<file path="config.mk">
export PLATFORM = sky130hd
export DESIGN_NAME = m_fetch_queue
export DESIGN_NICKNAME = d
export VERILOG_FILES = /design/src/rtl/m_fetch_queue.sv
export SDC_FILE = /design/constraint.sdc
export NUM_CORES = 1
export LEC_CHECK = 0
export CAP_MARGIN = 20
export CORE_MARGIN = 2
export CORE_UTILIZATION = 23
export DETAILED_ROUTE_END_ITERATION = 12
export GPL_ROUTABILITY_DRIVEN = 0
export GPL_TIMING_DRIVEN = 0
export PLACE_DENSITY_LB_ADDON = 0.12
export SLEW_MARGIN = 20
export SYNTH_ARGS = -nofsm -noshare
export SYNTH_HDL_FRONTEND = slang
export SYNTH_SLANG_ARGS = --single-unit
</file>
<file path="constraint.sdc">
create_clock -name w_clk -period 5.9 [get_ports w_clk]
set_input_delay 0.59 -clock w_clk [delete_from_list [all_inputs] [get_ports w_clk]]
set_output_delay 0.59 -clock w_clk [all_outputs]
set_load 0.01 [all_outputs]
</file>
<file path="src/rtl/m_fetch_queue.sv">
// rtl/m_fetch_queue.sv - decoupled fetch stage: PC generator plus {pc, ir} circular queue toward decode
// Optional feature macro: FETCHQ_BYPASS_EN (empty-queue combinational bypass to decode)
module m_fetch_queue #(
   parameter int          DEPTH    = 4,
   parameter logic [31:0] RESET_PC = 32'h0,
   parameter logic [31:0] HALT_IR  = 32'h000f0033
) (
   input  logic                   w_clk,
   input  logic                   w_rst,
   input  logic                   w_ce,
   output logic [11:0]            w_imem_addr,
   input  logic [31:0]            w_imem_data,
   input  logic                   w_redirect,
   input  logic [31:0]            w_redirect_pc,
   output logic                   w_deq_valid,
   input  logic                   w_deq_ready,
   output logic [31:0]            w_deq_pc,
   output logic [31:0]            w_deq_ir,
   output logic [$clog2(DEPTH):0] w_count,
   output logic                   w_halted
);
   localparam int          AW     = $clog2(DEPTH);
   localparam int          CW     = AW + 1;
   localparam logic [31:0] NOP_IR = 32'h00000013;

   logic [31:0]   r_fpc;
   logic [63:0]   r_mem [DEPTH];
   logic [AW-1:0] r_wptr;
   logic [AW-1:0] r_rptr;
   logic [CW-1:0] r_count;
   logic          r_halted;

   logic [31:0]   w_tgt;
   logic [63:0]   w_head;
   logic          w_empty;
   logic          w_full;
   logic          w_byp_active;
   logic          w_byp_take;
   logic          w_q_deq;
   logic          w_enq;
   logic          w_fetch_halt;

   // Redirect targets are word aligned; the low two bits are simply masked off.
   assign w_tgt        = w_redirect_pc & 32'hffff_fffc;
   assign w_head       = r_mem[r_rptr];
   assign w_empty      = (r_count == '0);
   assign w_full       = (r_count == CW'(DEPTH));
   assign w_fetch_halt = (w_imem_data == HALT_IR);
   assign w_imem_addr  = r_fpc[13:2];
   assign w_count      = r_count;
   assign w_halted     = r_halted;

`ifdef FETCHQ_BYPASS_EN
   assign w_byp_active = w_empty & ~r_halted & ~w_redirect;
`else
   assign w_byp_active = 1'b0;
`endif

   // A bypassed word that decode takes never enters the array; a refused one is enqueued as usual.
   assign w_byp_take = w_byp_active & w_deq_ready;
   assign w_q_deq    = ~w_empty & w_deq_ready;
   assign w_enq      = ~r_halted & ~w_byp_take & (~w_full | w_q_deq);

   // Decode-side view: bypass word, queue head, or the NOP bubble when nothing is available.
   always_comb begin
      w_deq_valid = 1'b0;
      w_deq_pc    = 32'h0;
      w_deq_ir    = NOP_IR;
      if (w_byp_active) begin
         w_deq_valid = 1'b1;
         w_deq_pc    = r_fpc;
         w_deq_ir    = w_imem_data;
      end else if (!w_empty) begin
         w_deq_valid = 1'b1;
         w_deq_pc    = w_head[63:32];
         w_deq_ir    = w_head[31:0];
      end
   end

   // Queue storage is not reset; occupancy is tracked by the pointers and count alone.
   always_ff @(posedge w_clk) begin
      if (!w_rst && w_ce && !w_redirect && w_enq) begin
         r_mem[r_wptr] <= {r_fpc, w_imem_data};
      end
   end

   // Fetch PC, pointers, occupancy and halt flag: reset beats redirect beats normal flow.
   always_ff @(posedge w_clk) begin
      if (w_rst) begin
         r_fpc    <= RESET_PC;
         r_wptr   <= '0;
         r_rptr   <= '0;
         r_count  <= '0;
         r_halted <= 1'b0;
      end else if (w_ce) begin
         if (w_redirect) begin
            r_fpc    <= w_tgt;
            r_wptr   <= '0;
            r_rptr   <= '0;
            r_count  <= '0;
            r_halted <= 1'b0;
         end else begin
            if (w_enq || w_byp_take) begin
               r_fpc <= r_fpc + 32'd4;
               if (w_fetch_halt) begin
                  r_halted <= 1'b1;
               end
            end
            if (w_enq) begin
               r_wptr <= r_wptr + AW'(1);
            end
            if (w_q_deq) begin
               r_rptr <= r_rptr + AW'(1);
            end
            if (w_enq && !w_q_deq) begin
               r_count <= r_count + CW'(1);
            end else if (!w_enq && w_q_deq) begin
               r_count <= r_count - CW'(1);
            end
         end
      end
   end
endmodule
</file>
==> results of run 1 <==
-- worst paths after layout --
check	end	slack, ns	cells after the start
worst min-delay path	r_mem[0][43]	0.55	0
worst max register to register	r_mem[0][41]	2.83	5
worst max-delay path	w_deq_pc[11]	2.08	5
worst min register to register	r_mem[0][43]	0.55	0
-- cells by family after synthesis --
| family | Yosys count |
|---|---|
| DFF | 288 |
| and+or+nand+nor | 211 |
| AOI/OAI and AO/OA | 92 |
| muxes | 68 |
| buffers and inverters | 59 |
| adders and majority gates | 6 |
| xor gates and xnor gates | 6 |
| other | 1 |
-- cells in the final DEF, fill, tap and decap left out, types with 6 or more instances in the layout --
cell / n
clkdlybuf4s50_1: 144
nand4_1: 12
buf_2: 10
and2_1: 61
clkbuf_16: 37
nor4_1: 6
nand3_1: 12
mux4_2: 62
clkinv_2: 8
nor2_1: 25
dfxtp_1: 40
o31ai_1: 6
a21oi_1: 18
buf_4: 14
mux2i_1: 6
nor3_1: 17
clkbuf_1: 33
o21ai_0: 15
nand2_1: 28
inv_1: 7
a211oi_1: 9
edfxtp_1: 248
or3_1: 6
-- registers in the layout, summed over array words and instances, names as in the netlist, named ones only --
name,cells
r_mem,248
r_fpc,30
w_count,3
r_rptr,2
r_wptr,2
w_halted,1
-- metal layers --
layer	track usage	vias to the layer above	wire length, microns
met5	0	-	0
met4	0.0420	0	811
met3	0.0268	57	1760
met2	0.206	193	16300
met1	0.184	3781	16400
li1	-	3291	-
-- synth_stat cells, drive strengths merged (6+ instances only) --
| master | count | area (sq um) |
|---|---|---|
| mux2i | 6 | 60.1 |
| o31ai | 6 | 45.0 |
| buf | 26 | 170 |
| inv | 8 | 30.0 |
| dfxtp | 40 | 801 |
| and2 | 66 | 415 |
| nor2 | 26 | 114 |
| o21ai | 16 | 80.1 |
| mux4 | 62 | 1400 |
| nand4 | 13 | 87.6 |
| nand2 | 28 | 105 |
| nor3 | 19 | 111 |
| clkbuf | 25 | 95.1 |
| nand3 | 13 | 70.1 |
| nor4 | 7 | 58.8 |
| a211oi | 9 | 67.6 |
| a21oi | 19 | 98.9 |
| or3 | 6 | 37.5 |
| edfxtp | 248 | 7450 |
-- worst max-delay path: stages (launching register included) --
cell	delay (ns)
dfxtp_1	0.38
nor3_1	0.82
inv_2	0.34
clkbuf_1	0.38
and2_1	0.24
clkdlybuf4s50_1	0.54
-- stage by stage --
step	total power (uW)	instances
after floorplan	2480	732
after CTS	4860	1625
after global routing	4960	1625
after detailed placement	2700	1560
final	4770	1625
after global placement	2700	1556
-- report_power, final --
group | switching (uW) | internal (uW)
registers | 40.9 | 2250
clock network | 863 | 1260
logic | 182 | 177
total | 1090 | 3690
-- area by class of cell --
cell class | count | area [sq um] | area share
plain buffers | 51 | 265 | 0.0170
clock buffers | 47 | 973 | 0.0625
clock inverters | 18 | 160 | 0.0103
inverters | 8 | 30.0 | 0.00193
multi-input cells | 385 | 3500 | 0.225
flip-flops and latches | 288 | 8250 | 0.530
well taps | 680 | 851 | 0.0546
repair buffers | 148 | 1540 | 0.0992
==> summary.md, run 1 <==
| Metric | Value |
|---|---|
| Pre-CTS setup slack | `between 2 and 2.5 ns` |
| Die Area | `approximately 54000 sq um` |
| Main combinational cell family by area after synthesis | `multiplexers` |
| Drt total wl | `35300 microns` |
| Status | `finished, final reports clean` |
| Post-synth EDFFs | `between 200 and 250` |
| Post-layout nets | `roughly 990` |
| Multiplexer share of the synthesized area | `0.121` |
| Die Height | `around 230 microns` |
| Adder-cell share of the synthesized area | `0.00686` |
| Layout Skew | `~0.026 ns` |
| Cts hold-fix bufs | `0` |
| Final period utilization | `0.647` |
| First-pass GRT wire length | `51700 microns` |
| GRT Residual Overflow | `0` |
| Final worst slack | `2.08 ns` |
| Synth async-reset ratio | `0` |
| Area growth, synth to finish | `29.4%` |
| Ant diodes | `0` |
| Worst-margin pin slew | `around 0.98 ns` |
| Max VDD drop | `around 140 uV` |
| Max H-tree Level | `2` |
| Clk buf depth | `3` |
| Worst Setup SP | `w_count[2]` |
| Mapped Cells | `roughly 730` |
| Flops & latches, synth | `between 200 and 300` |
| PortBufs | `around 140` |
| Endpoints failing setup | `0` |
| Initial antenna violation count | `2` |
| Avg Vias per Cell | `~4.5` |
| Post-Syn Area per Cell | `roughly 16 sq um` |
| Synth Cell Area | `between 10000 and 15000 sq um` |
| Crit Path Max Fanout | `10` |
| Fillers | `~5.2k` |
| Sequential share of the synthesized area | `0.686` |
| Crit. End Element | `output port` |
| # rows | `83` |
| Hpwl dp | `about 23000 microns` |
| Share of layout cells above drive strength 1 | `0.178` |
| Library cells used by synthesis | `73` |
| Clk slew on worst S/H paths | `0.06 ns` |
| Initial Util | `0.234` |
| CTS tree | `yes` |
| Clk sinks | `roughly 290` |
| CP Launch Type | `flip-flop` |
| Finished Cell Area | `15600 sq um` |
| Largest net degree at the start of global routing | `35` |
| CP arrival | `approximately 3.2 ns` |
| Yosys warns | `0` |
| Dpl cell area | `between 10000 and 15000 sq um` |
| Area fraction in compound gates after synthesis | `0.0526` |
| RSZ-0062 raised after global routing | `false` |
| Drt drc | `0` |
| Max cap viols | `0` |
| Power per cell area | `approximately 310 nW/um^2` |
| Post-CTS setup buffers | `0` |
| Critical path class | `flip-flop to output port` |
| Hold crit path type | `flip-flop to flip-flop` |
| Max-slew violation count | `0` |
| Wire per inst | `21.7 microns` |
| Tot GR Track Use | `0.132` |
| Post-layout min period | `3.82 ns` |
| CORE AREA | `51500 sq um` |
| Worst endpoint required time | `around 5.3 ns` |
| Hold Crit Start | `r_fpc[11]` |
| Final hold slack | `between 0.5 and 0.6 ns` |
| Root buffer cell | `clkbuf_16` |
| 1st-iter DRT viols | `426` |
| Ports | `150` |
| Post-synthesis simple-gate area fraction | `0.105` |
| Final hold vios | `0` |
| CTS Buf Count | `36` |
| Setup TNS | `0 ns` |
| Number of nets with antenna violations after routing | `0` |
| Post-layout util | `0.302` |
| 1st-pass router iterations | `7` |
| Leak | `slightly below 0.005 uW` |
| Routed vias | `7322` |
| R2R Path Start | `w_count[0]` |
| Vias in the first global route | `approximately 7.5k` |
| Die W | `between 200 and 250 microns` |
| Max Clock Freq | `roughly 0.26 GHz` |
| Xor/xnor share of the synthesized area | `0.00437` |
| Slew headroom | `0.344` |
| Worst skew pair latency | `between 0.5 and 0.6 ns` |
| Post-CTS Resized | `0` |
| Main synth FF type | `edfxtp_1` |
No activity file was read; power rests on OpenSTA's default activity.
==> run 2, diff against run 1 <==
==> constraint.sdc (replaced) <==
create_clock -name w_clk -period 3.3 [get_ports w_clk]
set_input_delay 0.33 -clock w_clk [delete_from_list [all_inputs] [get_ports w_clk]]
set_output_delay 0.33 -clock w_clk [all_outputs]
set_load 0.01 [all_outputs]
==> run 2 against run 1 <==
- first-iteration DRC count increased by 13%
- sequential power increased by 79%
- largest cell class unchanged
- clock skew increased by 0.0036 ns
- largest power group unchanged
- flip-flop and latch count unchanged
- critical path type unchanged
- combinational power increased by 79%
- non-clock buffer count decreased by 2
- worst setup slack got worse by 1.9 ns
- clock power increased by 79%
- die area unchanged
==> summary.md, run 2 (same netlist as run 1, synthesis figures left out) <==
| Metric | Value |
|---|---|
| GRT Residual Overflow | `0` |
| Worst-margin pin slew | `approximately 0.76 ns` |
| Clk sinks | `about 290` |
| Die Height | `roughly 230 microns` |
| Post-layout util | `0.303` |
| Power per cell area | `547 nW/um^2` |
| Layout Skew | `0.0294 ns` |
| Dpl cell area | `roughly 14000 sq um` |
| Clk slew on worst S/H paths | `roughly 0.05 ns` |
| Most frequent cells in the layout | `edfxtp_1, clkdlybuf4s50_1, mux4_2` |
| Critical path class | `flip-flop to output port` |
| Avg Vias per Cell | `about 4.5` |
| Overall power | `8540 uW` |
| Final period utilization | `0.939` |
| Post-layout nets | `around 1000` |
| CP arrival | `2.77 ns` |
| Initial antenna violation count | `2` |
| CTS Buf Count | `36` |
| RSZ-0062 raised after global routing | `false` |
| Max H-tree Level | `2` |
| Hpwl dp | `around 23000 microns` |
| PortBufs | `roughly 140` |
| Pre-CTS setup slack | `-0.321 ns` |
| Die W | `233 microns` |
| Routed vias | `~7.3k` |
| # rows | `83` |
| First-pass GRT wire length | `51600 microns` |
| Worst skew pair latency | `between 0.5 and 0.6 ns` |
| 1st-pass router iterations | `5` |
| CP Launch Type | `flip-flop` |
| Ports | `150` |
| Final hold vios | `0` |
| Top reg by flops | `r_mem` |
| Crit Path Max Fanout | `10` |
| Drt drc | `0` |
| Vias in the first global route | `roughly 7.5k` |
| CORE AREA | `approximately 52000 sq um` |
| Max FFs per register | `approximately 250` |
| Root buffer cell | `clkbuf_16` |
| Finished Cell Area | `approximately 16000 sq um` |
| Leak | `between 0.004 and 0.005 uW` |
| 1st-iter DRT viols | `around 480` |
| Status | `finished, final reports clean` |
| Max cap viols | `0` |
| Area growth, synth to finish | `29.6%` |
| Setup TNS | `0 ns` |
| Tot GR Track Use | `0.132` |
| Commonest non-fill, non-tap cell in the layout | `edfxtp_1` |
| Worst endpoint required time | `slightly below 3 ns` |
| Largest net degree at the start of global routing | `35` |
| Fillers | `between 5k and 6k` |
| Post-layout min period | `just over 3 ns` |
| Ant diodes | `0` |
| Max-slew violation count | `0` |
| Hold crit path type | `input port to flip-flop` |
| Clk buf depth | `3` |
| CTS tree | `yes` |
| Final worst slack | `approximately 0.20 ns` |
| Crit. End Element | `output port` |
| Post-CTS setup buffers | `0` |
| Endpoints failing setup | `0` |
| Die Area | `54100 sq um` |
| Share of layout cells above drive strength 1 | `0.189` |
| Drt total wl | `roughly 35000 microns` |
| Max VDD drop | `around 260 uV` |
| Initial Util | `0.234` |
| Max Clock Freq | `about 0.32 GHz` |
| Number of nets with antenna violations after routing | `0` |
| Slew headroom | `0.490` |
| Wire per inst | `between 20 and 25 microns` |
-- run 2: cell types whose count changed in the layout (fill, tap and decap cells not counted), sizes merged --
cell	delta
clkbuf	-1
buf	-1
-- run 2: per-layer routing --
layer / part of all wire / global-route usage
met5: 0 / 0
met4: 0.021 / 0.0398
met3: 0.054 / 0.0267
met2: 0.47 / 0.207
met1: 0.46 / 0.183
-- run 2: path summary, 6_finish.rpt --
| check | cells after the start | start | to | slack, ns |
|---|---|---|---|---|
| worst max-delay path | 4 | flip-flop | w_deq_pc[29] | 0.20 |
| worst min-delay path | 3 | w_redirect_pc[30] | r_fpc[30] | 0.42 |
| worst max register to register | 5 | w_count[0] | r_mem[0][41] | 0.50 |
| worst min register to register | 0 | r_fpc[11] | r_mem[3][43] | 0.55 |
-- run 2: critical path: stages, from the launching register on --
cell	delay, ns
dfxtp_2	0.49
buf_2	0.49
mux4_2	0.60
and2_1	0.18
clkdlybuf4s50_1	0.47
-- run 2: final cells by class --
class / instances / area [sq um] / share of cell area
repair buffers: 148 / 1540 / 0.0990
flip-flops and latches: 288 / 8250 / 0.529
clock inverters: 18 / 160 / 0.0103
multi-input cells: 385 / 3520 / 0.225
well taps: 680 / 851 / 0.0546
plain buffers: 49 / 269 / 0.0173
inverters: 8 / 30.0 / 0.00193
clock buffers: 47 / 973 / 0.0624
-- run 2: what timing repair did --
action	CTS	global route
gates resized for setup	10	3
hold buffers	0	0
setup endpoints to repair	61	132
-- run 2: stage by stage --
step           instances  hold slack, ns
2_1_floorplan        732           0.429
3_3_place_gp        1556           0.521
3_5_place_dp        1560           0.534
4_1_cts             1623           0.387
5_1_grt             1623           0.430
6_report            1623           0.417
-- run 2: where the power goes --
part | switching, uW | internal, uW
Combinational | 324 | 318
Clock | 1550 | 2250
Sequential | 75.6 | 4020
==> run 3, diff against run 2 <==
==> constraint.sdc (replaced) <==
create_clock -name w_clk -period 2.9 [get_ports w_clk]
set_input_delay 0.29 -clock w_clk [delete_from_list [all_inputs] [get_ports w_clk]]
set_output_delay 0.29 -clock w_clk [all_outputs]
set_load 0.01 [all_outputs]
==> run 3 against run 2 <==
- worst hold slack worse by 0.045 ns
- wire length up 2.0%
- non-clock buffer count up 2
- cell count up 0.12%
- combinational power up 15%
- count of clock-buffer cells in the layout down 4
- sequential power up 14%
- critical endpoint is now w_deq_ir[4]
- largest cell class unchanged
- largest power group unchanged
==> summary.md, run 3 (same netlist as run 1, synthesis figures left out) <==
| Metric | Value |
|---|---|
| Routed vias | `7267` |
| Dpl cell area | `between 10000 and 15000 sq um` |
| Pre-CTS setup slack | `-0.624 ns` |
| Root buffer cell | `clkbuf_16` |
| Max cap viols | `0` |
| Top reg by flops | `r_mem` |
| Final hold vios | `0` |
| First-pass GRT wire length | `51600 microns` |
| Die Area | `around 54000 sq um` |
| Commonest non-fill, non-tap cell in the layout | `edfxtp_1` |
| Critical path class | `flip-flop to output port` |
| Max VDD drop | `~330 uV` |
| Final hold slack | `0.372 ns` |
| GRT Residual Overflow | `0` |
| Final worst slack | `roughly 0.07 ns` |
| Crit path max-delay cell type | `dfxtp_2` |
| Finished Cell Area | `15700 sq um` |
| Tot GR Track Use | `0.132` |
| RSZ-0062 raised after global routing | `true` |
| CTS Buf Count | `37` |
| 1st-pass router iterations | `5` |
| CP arrival | `roughly 2.5 ns` |
| Endpoints failing setup | `0` |
| Number of nets with antenna violations after routing | `0` |
| Most frequent cells in the layout | `edfxtp_1, clkdlybuf4s50_1, mux4_2` |
| CORE AREA | `about 50000 sq um` |
| Worst-margin pin slew | `between 0.7 and 0.8 ns` |
| Ant diodes | `0` |
| 1st-iter DRT viols | `between 300 and 400` |
| Leak | `about 0.0050 uW` |
| Largest net degree at the start of global routing | `38` |
| Post-layout min period | `between 2 and 3 ns` |
| Crit. End Element | `output port` |
| Area growth, synth to finish | `30.7%` |
| Max-slew violation count | `0` |
| Die Height | `around 230 microns` |
| PortBufs | `~140` |
| Final period utilization | `0.976` |
| Clk buf depth | `3` |
| Clk slew on worst S/H paths | `approximately 0.06 ns` |
| Max FFs per register | `248` |
| Post-layout nets | `between 900 and 1k` |
| Max H-tree Level | `2` |
| Status | `finished, final reports clean` |
| Drt drc | `0` |
| Layout Skew | `between 0.015 and 0.02 ns` |
| Initial antenna violation count | `1` |
| Initial Util | `0.234` |
| Overall power | `about 9900 uW` |
| Power per cell area | `632 nW/um^2` |
| Avg Vias per Cell | `4.47` |
| Crit Path Max Fanout | `10` |
| Worst path max stage delay | `about 0.5 ns` |
| Hpwl dp | `between 20000 and 25000 microns` |
| Ports | `150` |
| Share of layout cells above drive strength 1 | `0.196` |
| Die W | `233 microns` |
| Max Clock Freq | `~0.35 GHz` |
| CTS tree | `yes` |
| Vias in the first global route | `around 7.5k` |
| Worst skew pair latency | `between 0.5 and 0.6 ns` |
| Clk sinks | `around 290` |
| Slew headroom | `0.491` |
| CP Launch Type | `flip-flop` |
| Drt total wl | `between 30000 and 40000 microns` |
| # rows | `83` |
| Hold crit path type | `input port to flip-flop` |
| Worst endpoint required time | `roughly 2.6 ns` |
| CP cell instances | `buf_2 -> mux4_2 -> or2_2 -> clkdlybuf4s50_1` |
| Wire per inst | `between 20 and 25 microns` |
| Post-layout util | `0.305` |
[run 3: layout make-up]
class | instances | area, sq um
Buffer | 49 | 304
Tap cell | 680 | 851
Multi-Input combinational cell | 387 | 3540
Clock inverter | 20 | 226
Sequential cell | 288 | 8250
Inverter | 8 | 32.5
Fill cell | 5180 | 35800
Timing Repair Buffer | 150 | 1570
Clock buffer | 43 | 948
[run 3: report_power, final]
group          total, uW  switching (uW)  internal, uW
Sequential          4670            89.1          4580
Combinational        740             368           373
Clock               4520            1750          2770
Total               9930            2210          7720
[run 3: final timing paths]
kind | start | end | slack [ns] | cells after the start
hold / removal | w_redirect_pc[27] | r_fpc[27] | 0.37 | 3
hold reg to reg | r_rptr[1] | r_rptr[1] | 0.54 | 1
setup / recovery | flip-flop | w_deq_ir[4] | 0.07 | 4
setup reg to reg | w_count[0] | r_mem[2][36] | 0.21 | 5
[run 3: what timing repair did]
| item | CTS | global route |
|---|---|---|
| setup buffers | 1 | 0 |
| hold endpoints to repair | 0 | 0 |
| endpoints found under the setup margin | 169 | 116 |
| hold buffers | 0 | 0 |
| gates cloned | 0 | 2 |
| resized for setup | 30 | 2 |
| pin swaps | 1 | 2 |
[run 3: per-stage QoR]
| stage | TNS, ns | std cells |
|---|---|---|
| after global routing | -0.187 | 1625 |
| after CTS | -0.0328 | 1623 |
| after detailed placement | -113.95 | 1561 |
| after global placement | -353.33 | 1556 |
| after floorplan | 0 | 732 |
| final | 0 | 1625 |
[run 3: critical path, delay by kind of cell, from the launching register on]
family / cells / cell delay (ns)
flops: 1 / 0.49
buf+inv: 2 / 0.86
simple gates: 1 / 0.30
mux: 1 / 0.34
[run 3: layer usage]
layer,share of wire,GRT usage,up-vias
met3,0.045,0.0292,40
li1,-,-,3291
met1,0.46,0.176,3760
met4,0.018,0.0330,0
met5,0,0,-
met2,0.48,0.217,176
